===== src/rtl/ioctl_upload_reader_pkg.sv =====
// Shared types and constants for the data_io upload readback path.
package ioctl_upload_reader_pkg;

  localparam int unsigned AW_DEFAULT = 23;
  localparam int unsigned DW         = 16;

  typedef enum logic [1:0] {
    IDLE  = 2'd0,
    ISSUE = 2'd1,
    WAIT  = 2'd2,
    SERVE = 2'd3
  } state_t;

  // Pick the byte lane of a 16-bit word: hi=0 -> [7:0], hi=1 -> [15:8].
  function automatic logic [7:0] byte_sel(input logic [DW-1:0] w, input logic hi);
    return hi ? w[15:8] : w[7:0];
  endfunction

endpackage


===== src/rtl/ioctl_upload_reader_toggle_req_master.sv =====
// Toggle req/ack client: one outstanding word read at a time.
module toggle_req_master
  import ioctl_upload_reader_pkg::*;
#(
  parameter int unsigned AW = AW_DEFAULT
) (
  input  logic          clk_sys,
  input  logic          reset,
  input  logic          start,
  input  logic [AW-1:0] addr,
  input  logic          port_ack,
  input  logic [DW-1:0] port_q,
  output logic          port_req,
  output logic [AW-1:0] port_a,
  output logic          done_c,
  output logic [DW-1:0] data_c
);

  logic outstanding;

  // Request completes in the cycle the ack catches up with the toggled req.
  assign done_c = outstanding && (port_ack == port_req);
  assign data_c = port_q;

  // Reset resynchronises req to ack so no phantom request survives reset.
  always_ff @(posedge clk_sys) begin
    if (reset) begin
      port_req    <= port_ack;
      port_a      <= '0;
      outstanding <= 1'b0;
    end else if (start && !outstanding) begin
      port_req    <= ~port_req;
      port_a      <= addr;
      outstanding <= 1'b1;
    end else if (done_c) begin
      outstanding <= 1'b0;
    end
  end

endmodule


===== src/rtl/ioctl_upload_reader.sv =====
// Byte readback for data_io uploads over an SDRAM word port, with a
// one-word cache and next-word prefetch after the odd byte is served.
module ioctl_upload_reader
  import ioctl_upload_reader_pkg::*;
#(
  parameter int unsigned BASE_WORD = 0,
  parameter int unsigned AW        = AW_DEFAULT
) (
  input  logic          clk_sys,
  input  logic          reset,
  input  logic          ioctl_upload,
  input  logic          ioctl_rd,
  input  logic [24:0]   ioctl_addr,
  output logic [7:0]    ioctl_din,
  output logic          busy,
  output logic          port_req,
  input  logic          port_ack,
  output logic [AW-1:0] port_a,
  output logic [1:0]    port_ds,
  output logic          port_we,
  input  logic [15:0]   port_q
);

  localparam logic [AW-1:0] BASE = AW'(BASE_WORD);

  state_t        state;
  logic          rd_d;
  logic          accept_c;
  logic [AW-1:0] acc_word_c;
  logic          hit_c;

  logic [DW-1:0] cache_q;
  logic [AW-1:0] cache_tag;
  logic          cache_valid;
  logic [AW-1:0] req_word;

  logic          rd_valid;
  logic [AW-1:0] rd_word;
  logic          rd_hi;
  logic          discard;

  logic          pend_valid_c;
  logic [AW-1:0] pend_word_c;

  logic          start_c;
  logic          done_c;
  logic [DW-1:0] data_c;

  logic          unused_addr;

  assign port_ds     = 2'b11;
  assign port_we     = 1'b0;
  assign unused_addr = ioctl_addr[24];

  // Read acceptance, word address (wraps modulo 2^AW) and cache hit.
  assign accept_c     = ioctl_rd && !rd_d && ioctl_upload;
  assign acc_word_c   = BASE + AW'(ioctl_addr[23:1]);
  assign hit_c        = cache_valid && (cache_tag == acc_word_c);
  assign pend_valid_c = accept_c || rd_valid;
  assign pend_word_c  = accept_c ? acc_word_c : rd_word;
  assign start_c      = (state == ISSUE) && ioctl_upload;

  // Rising-edge detector for the data_io read strobe.
  always_ff @(posedge clk_sys) begin
    if (reset) rd_d <= 1'b0;
    else       rd_d <= ioctl_rd;
  end

  toggle_req_master #(.AW(AW)) u_req (
    .clk_sys  (clk_sys),
    .reset    (reset),
    .start    (start_c),
    .addr     (req_word),
    .port_ack (port_ack),
    .port_q   (port_q),
    .port_req (port_req),
    .port_a   (port_a),
    .done_c   (done_c),
    .data_c   (data_c)
  );

  // Read/prefetch sequencer; while upload is low an in-flight ack is drained and dropped.
  always_ff @(posedge clk_sys) begin
    if (reset) begin
      state       <= IDLE;
      ioctl_din   <= '0;
      busy        <= 1'b0;
      cache_q     <= '0;
      cache_tag   <= '0;
      cache_valid <= 1'b0;
      req_word    <= '0;
      rd_valid    <= 1'b0;
      rd_word     <= '0;
      rd_hi       <= 1'b0;
      discard     <= 1'b0;
    end else if (!ioctl_upload) begin
      cache_valid <= 1'b0;
      rd_valid    <= 1'b0;
      busy        <= 1'b0;
      if (state == WAIT && !done_c) begin
        discard <= 1'b1;
      end else begin
        discard <= 1'b0;
        state   <= IDLE;
      end
    end else begin
      if (accept_c) begin
        rd_valid <= 1'b1;
        rd_word  <= acc_word_c;
        rd_hi    <= ioctl_addr[0];
        busy     <= 1'b1;
      end
      case (state)
        IDLE: begin
          if (accept_c) begin
            if (hit_c) begin
              state <= SERVE;
            end else begin
              req_word <= acc_word_c;
              state    <= ISSUE;
            end
          end
        end
        ISSUE: begin
          state <= WAIT;
        end
        WAIT: begin
          if (done_c) begin
            discard <= 1'b0;
            if (!discard) begin
              cache_q     <= data_c;
              cache_tag   <= req_word;
              cache_valid <= 1'b1;
            end
            if (!pend_valid_c) begin
              state <= IDLE;
            end else if (!discard && pend_word_c == req_word) begin
              state <= SERVE;
            end else begin
              cache_valid <= 1'b0;
              req_word    <= pend_word_c;
              state       <= ISSUE;
            end
          end
        end
        SERVE: begin
          ioctl_din <= byte_sel(cache_q, rd_hi);
          if (!accept_c) begin
            busy     <= 1'b0;
            rd_valid <= 1'b0;
          end
          if (rd_hi) begin
            req_word <= rd_word + AW'(1);
            state    <= ISSUE;
          end else if (accept_c) begin
            if (hit_c) begin
              state <= SERVE;
            end else begin
              req_word <= acc_word_c;
              state    <= ISSUE;
            end
          end else begin
            state <= IDLE;
          end
        end
        default: state <= IDLE;
      endcase
    end
  end

endmodule

===== config.mk =====
export PLATFORM = sky130hd
export DESIGN_NAME = ioctl_upload_reader
export DESIGN_NICKNAME = d
export VERILOG_FILES = /design/src/rtl/ioctl_upload_reader_pkg.sv /design/src/rtl/ioctl_upload_reader_toggle_req_master.sv /design/src/rtl/ioctl_upload_reader.sv
export SDC_FILE = /design/constraint.sdc
export NUM_CORES = 1
export LEC_CHECK = 0
export CORE_ASPECT_RATIO = 0.7
export CORE_MARGIN = 1
export CORE_UTILIZATION = 30
export DETAILED_ROUTE_END_ITERATION = 10
export GPL_TIMING_DRIVEN = 0
export PLACE_DENSITY_LB_ADDON = 0.2
export SETUP_SLACK_MARGIN = 0.05
export SLEW_MARGIN = 20
export SYNTH_ARGS = -nofsm -noshare
export SYNTH_HDL_FRONTEND = slang
export SYNTH_SLANG_ARGS = --single-unit

===== constraint.sdc =====
create_clock -name clk_sys -period 3 [get_ports clk_sys]
set_input_delay 0.3 -clock clk_sys [delete_from_list [all_inputs] [get_ports clk_sys]]
set_output_delay 0.3 -clock clk_sys [all_outputs]
set_load 0.02 [all_outputs]

# --- Word level (Yosys, flattened, before mapping) ---
# Cells that the tools add are included.
word_totals:
  reg_bits: 126
  word_cells: 93
  input_bits: 46
  output_inout_bits: 36
op_classes:
  addsub: 1
  bitwise: 3
  n_eq_ne: 14
  reduce_logical: 25
  mux: 35
ops:
  columns: ["op", "n"]
  rows:
  - ["two-way mux 23 bit", 7]
  - ["case mux 23 bit (3 select lines)", 1]
  - ["equality test 23 bit", 2]
  - ["adder 23 x 1 -> 23 bit, second input constant", 1]
  - ["two-way mux 2 bit", 9]
  - ["two-way mux 1 bit", 16]
  - ["logical AND 1 bit", 8]
  - ["two-way mux 8 bit", 1]
  - ["inequality test 2 bit, second input constant", 4]
  - ["case mux 2 bit (4 select lines)", 1]
  - ["AND reduction 2 bit", 4]
  - ["inequality test 3 bit, second input constant", 2]
  - ["AND reduction 5 bit", 1]
  - ["equality test 2 bit, second input constant", 2]
  - ["zero test 1 bit", 4]
  - ["inequality test 2 x 1 -> 1 bit, second input constant", 2]
  - ["AND reduction 4 bit", 1]
  - ["nonzero test 2 bit", 2]
  - ["inverter 1 bit", 3]
  - ["AND reduction 3 bit", 1]
  - ["nonzero test 3 bit", 1]
  - ["equality test 2 x 1 -> 1 bit, second input constant", 1]
  - ["zero test 2 bit", 1]
  - ["OR reduction 2 bit", 1]
  - ["2 further kinds", 2]

# --- Longest topological paths before layout ---
# Gate-level depths: netlist of the first run.
logic_depth:
  depth_word: 11
  depth_mapped: 12
  depth_no_buf: 9

# --- Modules after synthesis ---
# A second synthesis of the first run with hierarchy kept.
unflattened:
  hier_cells: 956
  area_unflattened_um2: 7287.0
modules_own_cells:
  columns: ["mod", "seq_area_each_um2", "instances", "cells_each", "area_each_um2"]
  rows:
  - ["ioctl_upload_reader", 2021.9, 1, 830, 6253.5]
  - ["toggle_req_master", 510.5, 1, 126, 1033.5]

# --- Worst setup path after synthesis of the first run ---
# Ideal clock, no wire load.
synth_path:
  path_type: "flip-flop to flip-flop"
  from: "reg rd_d"
  to: "reg req_word[16]"
  required_time_ps: 2860
  setup_time_ps: 140
  setup_slack_ps: 510
  period_less_slack_ps: 2490
  path_buffers: 4
  arrival_ps: 2350
  path_stages_with_launch: 13
  path_cell_list: "dfxtp_1 and3b_1 buf_6 buf_12 mux2i_1 nor2_1 a21oi_1 nand3_1 or4_1 buf_2 nand3_2 buf_6 o22ai_1"
synth_via:
  elab_chain_cells: 8
  word_cells_on_any_way: 16
  cone_classes: "eq/ne (3); mux (7); reduce/logical (6)"
synth_lines:
  columns: ["item", "line", "rtl"]
  rows:
  - ["from (decl)", "ioctl_upload_reader.sv:27", "logic rd_d;"]
  - ["from (signal assigned)", "ioctl_upload_reader.sv:66", "else rd_d <= ioctl_rd;"]
  - ["zero test 1 bit (*)", "ioctl_upload_reader.sv:56", "assign accept_c = ioctl_rd && !rd_d && ioctl_upload;"]
  - ["logical AND 1 bit (*) (2 in series)", "ioctl_upload_reader.sv:56", null]
  - ["two-way mux 23 bit", null, null]
  - ["equality test 23 bit or two-way mux 23 bit (tied branches)", "ioctl_upload_reader.sv:137", "end else if (!discard && pend_word_c == req_word) begin"]
  - ["logical AND 1 bit or two-way mux 23 bit (tied branches)", "ioctl_upload_reader.sv:137, ioctl_upload_reader.sv:135", null]
  - ["inequality test 2 bit (no source line) or two-way mux 23 bit (tied branches)", null, null]
  - ["AND reduction 5 bit (no source line) or case mux 23 bit (3 select lines) (tied branches)", null, null]
  - ["to (signal assigned)", "ioctl_upload_reader.sv:141", "req_word <= pend_word_c;"]
  - ["to (signal assigned)", "ioctl_upload_reader.sv:153", "req_word <= rd_word + AW'(1);"]
  - ["to (signal assigned)", "ioctl_upload_reader.sv:159", "req_word <= acc_word_c;"]
  - ["to (decl)", "ioctl_upload_reader.sv:35", "logic [AW-1:0] req_word;"]
# Mark *: on every way between the ends. The rest lies on a longest branch, timed or not. The select of a mux whose other input is x is not followed.
# A chain may end at the register's enable or synchronous reset.

# --- Worst setup path in the final report of the first run ---
# Ends and elaborated chain as after synthesis.

==> results_dict.tcl, run 1 <==
set metrics [dict create \
    cts_tree "done" \
    insertion_delay_ns 0.43 \
    yosysMostFrequentCell "nand2_1" \
    p_seq_share_pct 38.9 \
    synthesis.area_um2 6514 \
    p_switching_mw 1.335 \
    max_freq_mhz 334.9 \
    post-route-period-util_pct 99.53 \
    max-cap-violations 0 \
    grt_max_degree 17 \
    die_w_um 178.1 \
    synth.top_cell.area_share_pct 38.42 \
    drt-total-wl_um 27770 \
    fin_skew_ns 0.009642 \
    antenna_found_initial 0 \
    placedCellCount 1194 \
    finalPower_mw 4.567 \
    slowest_stage "or4_1" \
    grt_usage_pct 24.86 \
    synth_flop_cell "dfxtp_1" \
    cts_sinks 126 \
    cp_slowest_stage_delay_ns 0.56 \
    cellLeakagePower_nw 2.889 \
    num_vias 6956 \
    ios 82 \
    synthTopCellsByCount "nand2_1, dfxtp_1, a21oi_1" \
    final_cell_area_um2 8730 \
    overflow 0 \
    min_path_type "input port to register" \
    syn_avg_cell_area_um2 7.745 \
    syn_inst 841 \
    cts_root_buf "clkbuf_16" \
    htree_levels 4 \
    gp_congestion 0.9873 \
    r2r_slack_ns 0.01 \
    rsz0062_at_grt "true" \
    placed_area_um2 7624 \
    firstDrtPassIters 6 \
    crit_path_end_kind "register" \
    cp.arrival_ns 3.28 \
    ys_seq_area_share_pct 38.88 \
    grt_pass1_vias 6473 \
    drt_iter0_drc 855 \
    via_per_inst 5.596 \
    dieArea_um2 22320 \
    routedWlPerCell_um 22.34 \
    worst_pin_slew_ns 0.8708 \
    finalSetupViolCount 0 \
    dp_hpwl_um 20360 \
    p_comb_share_pct 14.4 \
    cp_cell_sequence "and3b_2 > buf_12 > buf_16 > mux2i_4 > buf_4 > a21oi_2 > nand3_2 > or4_1 > buf_6 > nand3_4 > buf_8 > o22ai_1" \
    postRouteAntennaNets 0 \
    ys_ff_latch 126 \
    finalCriticalPeriod_ns 2.986 \
    nets 1001 \
    internal_power_mw 3.232 \
    start_util_pct 30.97 \
    antenna_cells 0 \
    ys_top_cells_by_area "dfxtp_1, nand2_1, a21oi_1" \
    slew_headroom_pct 41.95 \
    core_area_um2 21030 \
    yosys_warnings 0 \
    cts.hold.buffers_added 0 \
    ir_drop_v 0.0003990 \
    fin_cells 1243 \
    area_growth_pct 34.02 \
    status "complete, no violations" \
    cp-start-kind "register" \
    path_clk_slew_ns 0.06 \
    yosysTopAreaCell "dfxtp_1" \
    drv_slew 0 \
    port_buffers 76 \
    cts_made_buffers 17 \
    cp_max_fo 5 \
    die_y_um 125.3 \
    grt_pass1_wl_um 40460 \
    powerDensity_nw_per_um2 523.1 \
    cp_data_required_time_ns 3.29 \
    crit_type "register to register" \
    synth.distinct_cells 70 \
    clk_path_buf_depth 2 \
    hold_viol 0 \
    drive_gt1_share_pct 10.96 \
    rows 44 \
    clkPwrFrac_pct 46.8 \
    synthArstFlopShare_pct 0 \
    synth-edff-count 1 \
    switching_share_pct 29.23 \
    drc 0 \
]
cell usage in the layout, fill, tap and decap left out, types with 6 or more instances in the layout:
| master | n |
|---|---|
| a211oi_1 | 25 |
| a21oi_1 | 98 |
| a221oi_1 | 8 |
| and3_1 | 6 |
| buf_4 | 14 |
| buf_6 | 6 |
| clkbuf_1 | 47 |
| clkbuf_16 | 19 |
| clkdlybuf4s50_1 | 73 |
| dfxtp_1 | 124 |
| inv_1 | 30 |
| inv_6 | 6 |
| mux2i_1 | 22 |
| mux2i_4 | 9 |
| nand2_1 | 166 |
| nand3_1 | 14 |
| nand4_1 | 10 |
| nor2_1 | 54 |
| nor3_1 | 9 |
| nor4_1 | 13 |
| o21ai_0 | 28 |
| o22ai_1 | 23 |
| xnor2_1 | 26 |
| xor2_1 | 15 |
routing by layer:
metal	up-vias	share of wire [%]	global-route usage, %
met1	3314	48	37.55
met2	393	38	32.23
met3	49	11	7.999
li1	3200	-	-
met5	-	0	0
met4	0	2.3	8.095
sequential cells by signal, indices dropped and copies added (netlist names):
register / count
rd_hi: 1
state: 2
cache_tag: 23
cache_q: 16
ioctl_din: 8
rd_d: 1
u_req.port_req: 1
discard: 1
req_word: 23
u_req.port_a: 23
rd_word: 23
rd_valid: 1
cache_valid: 1
busy: 1
u_req.outstanding: 1
layout make-up:
class / count / area, µm²
tap: 276 / 345.3
sequential: 126 / 2534
inverter: 30 / 112.6
buffer: 64 / 331.6
multi-input combinational: 622 / 3850
clock buffer: 17 / 425.4
fill: 2166 / 12300
timing repair buffer: 93 / 958.4
clock inverter: 15 / 172.7
path summary, 6_finish.rpt:
| check | from | end | depth (start not counted) |
|---|---|---|---|
| setup / recovery | rd_d | req_word[16] | 12 |
| hold / removal | ioctl_rd | rd_d | 2 |
| setup reg to reg | rd_d | req_word[16] | 12 |
| hold reg to reg | cache_q[6] | cache_q[6] | 2 |
through the flow:
stage | utilization (%) | hold WS (ns) | setup WS, ns | TNS, ns
2_1_floorplan | - | 0.4282 | 0.5104 | 0
3_3_place_gp | 36.25 | 0.4425 | -0.9078 | -18.93
3_5_place_dp | 36.25 | 0.4462 | -0.8622 | -18.76
4_1_cts | 40.24 | 0.3408 | 0.04676 | 0
5_1_grt | 41.51 | 0.3539 | -0.02713 | -0.1002
6_report | 41.51 | 0.3514 | 0.01408 | 0
power groups by stage:
stage | logic [mW] | registers [mW] | clock network [mW]
after global routing | 0.688 | 1.78 | 2.25
after CTS | 0.582 | 1.77 | 2.17
final | 0.656 | 1.77 | 2.14
after global placement | 0.543 | 1.81 | 0
after floorplan | 0.307 | 1.79 | 0
after detailed placement | 0.539 | 1.80 | 0
kinds of logic (layout without fill, tap and decap cells):
logic type	Yosys count	after routing	synth area share, %
simple gates	308	308	21.17
compound gates	234	234	22.46
buf+inv	94	219	6.243
fa+ha+maj	1	1	0.1921
flops	126	126	38.88
xor+xnor	44	44	5.916
other cells	2	3	0.1153
mux	32	32	5.033
critical path: cells and delay by family, from the launching register on:
family | cells | cell delay [ns]
AOI/OAI and AO/OA | 2 | 0.30
and+or+nand+nor | 4 | 1.11
DFF | 1 | 0.34
buffers and inverters | 5 | 0.86
muxes | 1 | 0.23
repair_timing:
item,4_1_cts,5_1_grt
endpoints found under the setup margin,24,24
cloned,1,2
buffers inserted,7,7
gates resized for setup,32,37
pin swaps,4,19
(Power assumes the default switching activity.)
==> inputs of run 2 (changes only) <==
==> constraint.sdc (replaced) <==
create_clock -name clk_sys -period 3 [get_ports clk_sys]
set_input_delay 0.75 -clock clk_sys [delete_from_list [all_inputs] [get_ports clk_sys]]
set_output_delay 0.75 -clock clk_sys [all_outputs]
set_load 0.02 [all_outputs]
==> results_dict.tcl, run 2 (synthesis gave the netlist of run 1 again) <==
set metrics [dict create \
    status "complete, no violations" \
    routedWlPerCell_um 22.01 \
    post-route-period-util_pct 99.52 \
    post-route-util_pct 42.74 \
    drt_iter0_drc 785 \
    final_common_cell "nand2_1" \
    drt-total-wl_um 27620 \
    rsz0062_at_grt "true" \
    placed_area_um2 7624 \
    drv_slew 0 \
    cts_made_buffers 17 \
    rows 44 \
    num_vias 6956 \
    hold_viol 0 \
    cp_data_required_time_ns 3.33 \
    core_area_um2 21030 \
    grt_usage_pct 25.07 \
    cp-start-kind "input port" \
    dp_hpwl_um 20360 \
    finalSetupViolCount 0 \
    cts_sinks 126 \
    overflow 0 \
    ir_drop_v 0.0004149 \
    dieArea_um2 22320 \
    grt_max_degree 17 \
    htree_levels 4 \
    drive_gt1_share_pct 14.71 \
    start_util_pct 30.97 \
    gp_congestion 0.9873 \
    ios 82 \
    drc 0 \
    port_buffers 76 \
    finalCriticalPeriod_ns 2.986 \
    via_per_inst 5.543 \
    whs_ns 0.4541 \
    die_w_um 178.1 \
    min_path_type "register to register" \
    area_growth_pct 37.99 \
    insertion_delay_ns 0.44 \
    path_clk_slew_ns 0.07 \
    slew_headroom_pct 42.55 \
    fin_setup_tns_ns 0 \
    cts_root_buf "clkbuf_16" \
    final_cell_area_um2 8989 \
    firstDrtPassIters 5 \
    final_cell_mix "nand2_1, dfxtp_1, a21oi_1, nor2_1, clkdlybuf4s50_1" \
    antenna_cells 0 \
    max-cap-violations 0 \
    cts.hold.buffers_added 0 \
    cp.arrival_ns 3.31 \
    die_y_um 125.3 \
    worst_pin_slew_ns 0.8618 \
    nets 1013 \
    multi_input_area_um2 3971 \
    antenna_found_initial 0 \
    cts_tree "done" \
    regArea_um2 2534 \
    powerDensity_nw_per_um2 511.4 \
    fin_skew_ns 0.01091 \
    grt_pass1_wl_um 40860 \
    clk_path_buf_depth 2 \
    postRouteAntennaNets 0 \
    max_freq_mhz 334.9 \
    fillers 2150 \
    crit_path_end_kind "register" \
    cp_max_fo 8 \
    crit_type "input port to register" \
    cellLeakagePower_nw 3.107 \
    grt_pass1_vias 6580 \
]
[run 2: worst paths after layout]
check                                      from               to  slack (ns)  depth (start not counted)
worst max-delay path               ioctl_upload     req_word[21]        0.01                         16
worst min-delay path            u_req.port_a[9]  u_req.port_a[9]        0.45                          2
worst max register to register             rd_d     req_word[21]        0.06                         15
worst min register to register  u_req.port_a[9]  u_req.port_a[9]        0.45                          2
[run 2: final cells by class]
type / count / share of cell area (%)
plain buffers: 63 / 3.828
clock buffers: 17 / 4.733
clock inverters: 15 / 1.921
inverters: 30 / 1.253
multi-input cells: 622 / 44.18
flip-flops and latches: 126 / 28.19
well taps: 276 / 3.842
repair buffers: 106 / 12.05
[run 2: timing repair]
action,in CTS,in global routing
buffers inserted,19,8
pin swaps,17,24
resized for setup,82,59
hold endpoints to repair,0,0
cloned,2,1
setup endpoints to repair,35,35
[run 2: power by group]
part | internal (mW) | switching [mW]
Clock | 1.25 | 0.894
Sequential | 1.72 | 0.0593
Combinational | 0.282 | 0.396
[run 2: critical path, stage by stage]
cell and delay [ns]:
buf_8 0.10, and3b_2 0.22, buf_12 0.16, buf_16 0.16, mux2i_4 0.21, buf_4 0.19, a21oi_4 0.19, nand3_2 0.14
buf_6 0.14, buf_4 0.13, nor4_4 0.19, buf_4 0.18, buf_6 0.10, buf_6 0.12, nor4_1 0.06, a211oi_1 0.27
[run 2: routing by layer]
layer / wire (µm) / global-route usage [%]
met4: 611 / 7.994
met5: 0 / 0
met1: 13410 / 37.35
met3: 2960 / 8.455
met2: 10640 / 32.91
[run 2: stage by stage]
stage	power, mW	setup slack, ns	instances
final	4.597	0.01435	1255
after global routing	4.737	-0.01624	1255
after CTS	4.571	0.04873	1247
after detailed placement	2.344	-1.312	1194
after global placement	2.349	-1.358	1194
after floorplan	2.093	0.1139	842
==> inputs of run 3 (changes only) <==
--- a/config.mk
+++ b/config.mk
@@ -12,7 +12,7 @@
 export GPL_TIMING_DRIVEN = 0
 export PLACE_DENSITY_LB_ADDON = 0.2
 export SETUP_SLACK_MARGIN = 0.05
-export SLEW_MARGIN = 20
+export SLEW_MARGIN = 40
 export SYNTH_ARGS = -nofsm -noshare
 export SYNTH_HDL_FRONTEND = slang
 export SYNTH_SLANG_ARGS = --single-unit
==> results_dict.tcl, run 3 (synthesis gave the netlist of run 1 again) <==
set metrics [dict create \
    status "complete, but fails checks" \
    violations "setup timing" \
    grt_pass1_wl_um 41390 \
    area_growth_pct 40.68 \
    hold_viol 0 \
    drt_iter0_drc 853 \
    cp_cell_sequence "buf_8 > and3b_2 > buf_12 > buf_12 > buf_16 > mux2i_4 > xnor2_2 > a211oi_2 > nand2_1 > or4_4 > buf_6 > nand3_4 > buf_8 > o22ai_2" \
    max_freq_mhz 330.2 \
    crit_path_end_kind "register" \
    clk_path_buf_depth 2 \
    drv_slew 0 \
    finalCriticalPeriod_ns 3.029 \
    cp_slowest_stage_delay_ns 0.55 \
    gp_congestion 0.9873 \
    cts.hold.buffers_added 0 \
    nets 1016 \
    cp.buffers_inverters 6 \
    post-route-period-util_pct 101.0 \
    cellLeakagePower_nw 3.157 \
    routedWlPerCell_um 22.50 \
    drc 0 \
    drt-total-wl_um 28300 \
    cts_root_buf "clkbuf_16" \
    cp-start-kind "input port" \
    cts_sinks 126 \
    slew_headroom_pct 43.46 \
    via_per_inst 5.601 \
    cp_max_fo 5 \
    min_path_type "register to register" \
    cp.arrival_ns 3.33 \
    final_cell_area_um2 9164 \
    antenna_found_initial 0 \
    finalSetupViolCount 6 \
    setup_ws_ns -0.02867 \
    grt_usage_pct 25.61 \
    cp_data_required_time_ns 3.30 \
    path_clk_slew_ns 0.06 \
    fillers 2141 \
    critPathTopFamily "simple AND/OR/NAND/NOR gates" \
    port_buffers 76 \
    final_cell_mix "nand2_1, dfxtp_1, a21oi_1, clkdlybuf4s50_1, nor2_1" \
    post-place-ws_ns -1.255 \
    ios 82 \
    start_util_pct 30.97 \
    num_vias 7046 \
    insertion_delay_ns 0.43 \
    post-route-util_pct 43.57 \
    fin_skew_ns 0.01105 \
    overflow 0 \
    final_common_cell "nand2_1" \
    max-cap-violations 0 \
    drive_gt1_share_pct 15.48 \
    cts_made_buffers 17 \
    placed_area_um2 7639 \
    crit_type "input port to register" \
    grt_max_degree 17 \
    cts_tree "done" \
    firstDrtPassIters 6 \
    ir_drop_v 0.0003815 \
    worst_pin_slew_ns 0.8481 \
    die_w_um 178.1 \
    slowest_stage "or4_4" \
    rsz0062_at_grt "true" \
    core_area_um2 21030 \
    die_y_um 125.3 \
    powerDensity_nw_per_um2 508.9 \
    postRouteAntennaNets 0 \
    dieArea_um2 22320 \
    grt_pass1_vias 6519 \
    rows 44 \
    dp_hpwl_um 20400 \
    antenna_cells 0 \
    htree_levels 4 \
]
==> run 3: area by class of cell <==
type | instances | area (µm²) | area share, %
multi-input cells | 622 | 4053 | 44.22
flip-flops and latches | 126 | 2536 | 27.68
repair buffers | 109 | 1165 | 12.71
clock buffers | 19 | 464.2 | 5.066
well taps | 276 | 345.3 | 3.768
plain buffers | 63 | 337.8 | 3.687
clock inverters | 13 | 150.1 | 1.638
inverters | 30 | 112.6 | 1.229
==> run 3: power by group <==
part / switching, mW / total [mW] / internal [mW]
Sequential: 0.0603 / 1.78 / 1.71
Combinational: 0.411 / 0.711 / 0.300
Clock: 0.867 / 2.18 / 1.31
Total: 1.34 / 4.66 / 3.33
==> run 3: path summary, 6_finish.rpt <==
check | slack (ns) | depth (start not counted) | to | startpoint
hold reg to reg | 0.45 | 2 | u_req.port_a[9] | u_req.port_a[9]
hold / removal | 0.45 | 2 | u_req.port_a[9] | u_req.port_a[9]
setup reg to reg | 0.02 | 13 | req_word[16] | rd_d
setup / recovery | -0.03 | 14 | req_word[16] | ioctl_upload
==> run 3: metrics by stage <==
stage	power, mW	TNS (ns)	std cells	hold slack [ns]
after floorplan	2.093	0	842	0.4357
after CTS	4.594	0	1247	0.4554
after global placement	2.349	-35.53	1194	0.4425
after detailed placement	2.346	-35.21	1194	0.4462
after global routing	4.814	-0.5558	1258	0.4682
final	4.663	-0.08351	1258	0.4527
==> run 3: timing repair <==
item	4_1_cts	5_1_grt
resized for setup	75	72
pin swaps	21	24
cloned	4	0
buffers inserted	17	14
endpoints found under the hold margin	0	0
setup endpoints to repair	35	35
==> run 3: per-layer routing <==
metal,part of all wire [%],wire (µm),global-route usage (%)
met2,39,10960,33.26
met3,12,3372,10.01
met1,47,13400,37.96
met5,0,0,0
met4,2.0,571,7.240
==> run 3: tightest hold or removal path, cell delays in order (launching register included) <==
cell     delay, ns
dfxtp_1       0.31
nand2_1       0.05
a21oi_1       0.05
==> edit 1 (settings of run 2) <==
The package constant `AW_DEFAULT` goes from 23 to 46.
--- a/src/rtl/ioctl_upload_reader_pkg.sv
+++ b/src/rtl/ioctl_upload_reader_pkg.sv
@@ -1,7 +1,7 @@
 // Shared types and constants for the data_io upload readback path.
 package ioctl_upload_reader_pkg;
 
-  localparam int unsigned AW_DEFAULT = 23;
+  localparam int unsigned AW_DEFAULT = 46;
   localparam int unsigned DW         = 16;
 
   typedef enum logic [1:0] {
Ports: changed (resized port_a); port bits go from 82 to 105. The function was not compared with the original's and may differ.
==> edit 1 against run 2 <==
The flow now finishes with violations (negative setup slack); total power is 49% higher; combinational power is 5.3% higher; synthesized cell count is 54% higher; core utilization is 1.9 points lower; area after synthesis is 56% higher; maximum frequency is 2.5% lower; worst setup slack worse by 0.077 ns; design area is 52% higher; sequential cell count is 92 higher; critical path depth is 3 lower; wire length is 54% higher; largest cell class unchanged.
==> edit 1: results (changes against run 2) <==
<table>
<tr><th>Metric</th><th>Value</th></tr>
<tr><th colspan="2">Placed design</th></tr>
<tr><td>Number of placed instances, taps included</td><td>1828 (+53%)</td></tr>
<tr><td>Placed Area</td><td>11800 µm² (+55%)</td></tr>
<tr><td>Number of buffer cells added on primary ports</td><td>100 (+32%)</td></tr>
<tr><th colspan="2">GRT</th></tr>
<tr><td>Global routing met3 resource utilization</td><td>7.80% (-0.66 points)</td></tr>
<tr><td>Global routing met2 resource utilization</td><td>32.8% (-0.10 points)</td></tr>
<tr><td>Global routing usage on met1</td><td>36.1% (-1.3 points)</td></tr>
<tr><td>First-pass GRT wire length</td><td>62.5 mm (+53%)</td></tr>
<tr><th colspan="2">Route</th></tr>
<tr><td>First DRT Iteration DRCs</td><td>1183 (+51%)</td></tr>
<tr><td>Metal3 WL</td><td>4.62 mm (+56%)</td></tr>
<tr><td>Detail Route met2 WL</td><td>16.5 mm (+55%)</td></tr>
<tr><td>Overall via count from detail_route</td><td>10292 (+48%)</td></tr>
<tr><th colspan="2">Clock network</th></tr>
<tr><td>Clock network latency to the later pin of the worst-skew pair</td><td>0.56 ns (+0.12 ns)</td></tr>
<tr><td>Number of H-tree branching levels</td><td>1 (-3)</td></tr>
<tr><th colspan="2">Critical path</th></tr>
<tr><td>Data arrival time of the critical path</td><td>3.56 ns (+0.25 ns)</td></tr>
<tr><td>Slowest library cell on the worst path</td><td>or4_1</td></tr>
<tr><td>Kind of cell with the highest combined delay on the critical path</td><td>simple AND/OR/NAND/NOR gates</td></tr>
<tr><th colspan="2">Timing</th></tr>
<tr><td>Final Setup Violations</td><td>29 (+29)</td></tr>
<tr><td>Setup slack of the critical path after layout</td><td>-0.0623 ns (-0.0767 ns)</td></tr>
<tr><th colspan="2">Finish</th></tr>
<tr><td>Share of layout cells above drive strength 1</td><td>12.2% (-2.6 points)</td></tr>
<tr><th colspan="2">Logic synthesis</th></tr>
<tr><td>Synthesized area per cell</td><td>7.89 µm² (+1.9%)</td></tr>
<tr><td>Cell types occupying the most area after synthesis</td><td>dfxtp_1 (43%), nand2_1 (10%), a21oi_1 (7.9%)</td></tr>
<tr><td>Count of unique library cells instantiated by Yosys</td><td>64 (-8.6%)</td></tr>
<tr><td>Fraction of the mapped netlist area in adder cells</td><td>0.123% (-0.069 points)</td></tr>
<tr><td>Top cells by instance count after synthesis</td><td>nand2_1 (283), dfxtp_1 (217), a21oi_1 (160), clkbuf_1 (76), nor2_1 (68)</td></tr>
<tr><th colspan="2">Status</th></tr>
<tr><td>Violations in the final reports</td><td>negative setup slack</td></tr>
<tr><td>Status</td><td>finished, violations left</td></tr>
</table>
==> edit 1: cell types whose count changed in the layout (fill, tap and decap cells not counted), sizes merged, moves of 26 or more <==
cell and change:
o2bb2ai +26, clkdlybuf4s50 +33, a21oi +60, nand2 +116, clkbuf +45, and3 +26
dfxtp +92
==> edit 1: cell families after synthesis <==
group	after synthesis
muxes	27
buffers and inverters	128
adders and majority gates	1
and+or+nand+nor	511
other	2
DFF	218
xor gates and xnor gates	51
AOI/OAI and AO/OA	353
==> edit 1: where the power goes <==
group / internal, mW / total [mW] / switching [mW] / leakage [nW]
Combinational: 0.299 / 0.714 / 0.415 / 2.45
Sequential: 2.93 / 2.99 / 0.0571 / 1.76
Clock: 1.83 / 3.15 / 1.33 / 0.395
Total: 5.05 / 6.85 / 1.80 / 4.61
==> edit 1: final cells by class <==
cell class | count | area, µm² | share of cell area, %
diodes | 1 | 2.50 | 0.0183
plain buffers | 94 | 556 | 4.06
clock buffers | 35 | 713 | 5.22
clock inverters | 8 | 103 | 0.751
inverters | 32 | 120 | 0.879
multi-input cells | 946 | 5840 | 42.7
flip-flops and latches | 218 | 4380 | 32.0
well taps | 435 | 544 | 3.98
repair buffers | 131 | 1420 | 10.4
==> edit 1: worst paths after layout <==
| check | startpoint | cells after the start | slack, ns | to |
|---|---|---|---|---|
| max reg2reg | rd_d$_SDFF_PP0_ | 14 | -0.05 | req_word[15]$_SDFFE_PP0P_ |
| min reg2reg | u_req.port_a[8]$_SDFFE_PP0P_ | 2 | 0.45 | u_req.port_a[8]$_SDFFE_PP0P_ |
| max | ioctl_addr[5] | 13 | -0.06 | req_word[15]$_SDFFE_PP0P_ |
| min | u_req.port_a[8]$_SDFFE_PP0P_ | 2 | 0.45 | u_req.port_a[8]$_SDFFE_PP0P_ |
==> edit 2 (settings of run 2) <==
Without the edit above. Re-encode `state_t` (4 states) as Gray code, 2 bits wide.
--- a/src/rtl/ioctl_upload_reader_pkg.sv
+++ b/src/rtl/ioctl_upload_reader_pkg.sv
@@ -5,10 +5,10 @@
   localparam int unsigned DW         = 16;
 
   typedef enum logic [1:0] {
-    IDLE  = 2'd0,
-    ISSUE = 2'd1,
-    WAIT  = 2'd2,
-    SERVE = 2'd3
+    IDLE  = 2'b00,
+    ISSUE = 2'b01,
+    WAIT  = 2'b11,
+    SERVE = 2'b10
   } state_t;
 
   // Pick the byte lane of a 16-bit word: hi=0 -> [7:0], hi=1 -> [15:8].
Check against the original RTL: same outputs for any inputs over 4 cycles, from zero or initial values and one cycle with reset high; so few cycles prove little.
==> edit 2 against run 2 <==
Design area fell by 2.3%; worst setup slack improved by 0.022 ns; register-to-register slack improved by 0.09 ns; sequential cell count is the same; clock power increased by 10%; non-clock buffer count fell by 14; area after synthesis unchanged; total power up 2.9%; wire length fell by 1.9%; critical path type unchanged; hold slack got worse by 0.0019 ns.
==> edit 2: results (changes against run 2) <==
<table>
<tr><th>Metric</th><th>Value</th></tr>
<tr><th colspan="2">Timing</th></tr>
<tr><td>Slew at the pin with the worst max-slew slack</td><td>0.931 ns (+0.0691 ns)</td></tr>
<tr><td>Smallest hold slack</td><td>0.452 ns (-0.00185 ns)</td></tr>
<tr><td>Worst-case clock skew</td><td>0.00952 ns (-0.00140 ns)</td></tr>
<tr><th colspan="2">Placed design</th></tr>
<tr><td>HPWL after detailed placement</td><td>20.0 mm (-2.0%)</td></tr>
<tr><td>Number of placed instances, taps included</td><td>1202 (+0.67%)</td></tr>
<tr><th colspan="2">Route</th></tr>
<tr><td>Routed wire per std cell</td><td>21.6 µm (-1.7%)</td></tr>
<tr><td>Overall via count from detail_route</td><td>6745 (-3.0%)</td></tr>
<tr><td>Metal3 WL</td><td>2.60 mm (-12%)</td></tr>
<tr><th colspan="2">Critical path</th></tr>
<tr><td>Launching element of the worst setup path</td><td>ioctl_addr[23]</td></tr>
<tr><td>Critical Path End</td><td>req_word[5]$_SDFFE_PP0P_</td></tr>
<tr><td>Cell count of the worst reg-to-reg path</td><td>9 (-6)</td></tr>
<tr><td>Data arrival time of the critical path</td><td>3.27 ns (-0.04 ns)</td></tr>
<tr><td>Destination of the worst register-to-register timing path</td><td>req_word[1]$_SDFFE_PP0P_</td></tr>
<tr><td>Kind of cell with the highest combined delay on the critical path</td><td>simple AND/OR/NAND/NOR gates</td></tr>
<tr><td>Stage delay of the slowest cell on the critical path</td><td>0.42 ns (+0.15 ns)</td></tr>
<tr><td>Worst reg-to-reg setup slack</td><td>0.15 ns (+0.09 ns)</td></tr>
<tr><td>Slowest library cell on the worst path</td><td>dlygate4sd2_1</td></tr>
<tr><th colspan="2">Logic synthesis</th></tr>
<tr><td>Instance count of the mapped netlist</td><td>849 (+0.95%)</td></tr>
<tr><td>Post-synthesis share of cell area spent on xor and xnor gates</td><td>6.19% (+0.27 points)</td></tr>
<tr><td>Count of unique library cells instantiated by Yosys</td><td>67 (-4.3%)</td></tr>
<tr><td>Compound-gate portion of the synthesized area</td><td>22.1% (-0.31 points)</td></tr>
<tr><th colspan="2">GRT</th></tr>
<tr><td>Global routing met2 resource utilization</td><td>33.1% (+0.16 points)</td></tr>
<tr><td>Vias in the first global route</td><td>6158 (-6.4%)</td></tr>
<tr><th colspan="2">Finish</th></tr>
<tr><td>Fill cells</td><td>2194 (+2.0%)</td></tr>
<tr><td>Final Net Count</td><td>1010 (-0.30%)</td></tr>
<tr><th colspan="2">Power</th></tr>
<tr><td>Cell leakage power</td><td>2.97 nW (-4.4%)</td></tr>
<tr><td>Max VDD drop</td><td>0.353 mV (-15%)</td></tr>
<tr><th colspan="2">Hold path</th></tr>
<tr><td>Endpoint of the worst hold path</td><td>u_req.port_a[1]$_SDFFE_PP0P_</td></tr>
<tr><th colspan="2">Status</th></tr>
<tr><td>Status</td><td>complete, no violations</td></tr>
</table>
## edit 2: cell types whose count changed in the layout (fill, tap and decap cells not counted), moves of 8 or more
| cell | run 2 | this run |
|---|---|---|
| nand2_1 | 164 | 172 |
| a211oi_1 | 24 | 16 |
| o21ai_0 | 29 | 14 |
| nand3_1 | 14 | 24 |
| buf_6 | 13 | 5 |
| nand2b_1 | 3 | 15 |
| clkdlybuf4s50_1 | 54 | 62 |
## edit 2: final cells by class
class | count | share of cell area (%)
tap | 276 | 3.93
multi-input combinational | 640 | 44.7
timing repair buffer | 95 | 10.4
sequential | 126 | 28.9
clock inverter | 10 | 2.09
inverter | 23 | 0.983
clock buffer | 22 | 5.40
buffer | 60 | 3.66
## edit 2: cells by family after synthesis
group / after synthesis
buffers and inverters: 84
muxes: 24
AOI/OAI and AO/OA: 226
and+or+nand+nor: 340
other: 2
DFF: 126
adders and majority gates: 1
xor gates and xnor gates: 46
## edit 2: power by group
part | leakage, nW | internal (mW) | switching [mW] | total (mW)
Combinational | 1.63 | 0.247 | 0.359 | 0.606
Sequential | 1.02 | 1.72 | 0.0547 | 1.77
Clock | 0.316 | 1.54 | 0.816 | 2.36
Total | 2.97 | 3.50 | 1.23 | 4.73
## edit 2: what timing repair did
action                     CTS  global route
setup endpoints to repair   44            36
resized for setup           60            44
buffers inserted            10             7
gates cloned                 1             1
pin swaps                   12            19
## edit 2: stage by stage
step	setup slack, ns	total power, mW	cell area [µm²]	setup TNS (ns)
2_1_floorplan	0.260	2.07	6520	0
3_3_place_gp	-1.77	2.32	7620	-59.80
3_5_place_dp	-1.73	2.31	7620	-59.98
4_1_cts	0.00609	4.72	8590	0
5_1_grt	0.00821	4.87	8780	0
6_report	0.0366	4.73	8780	0
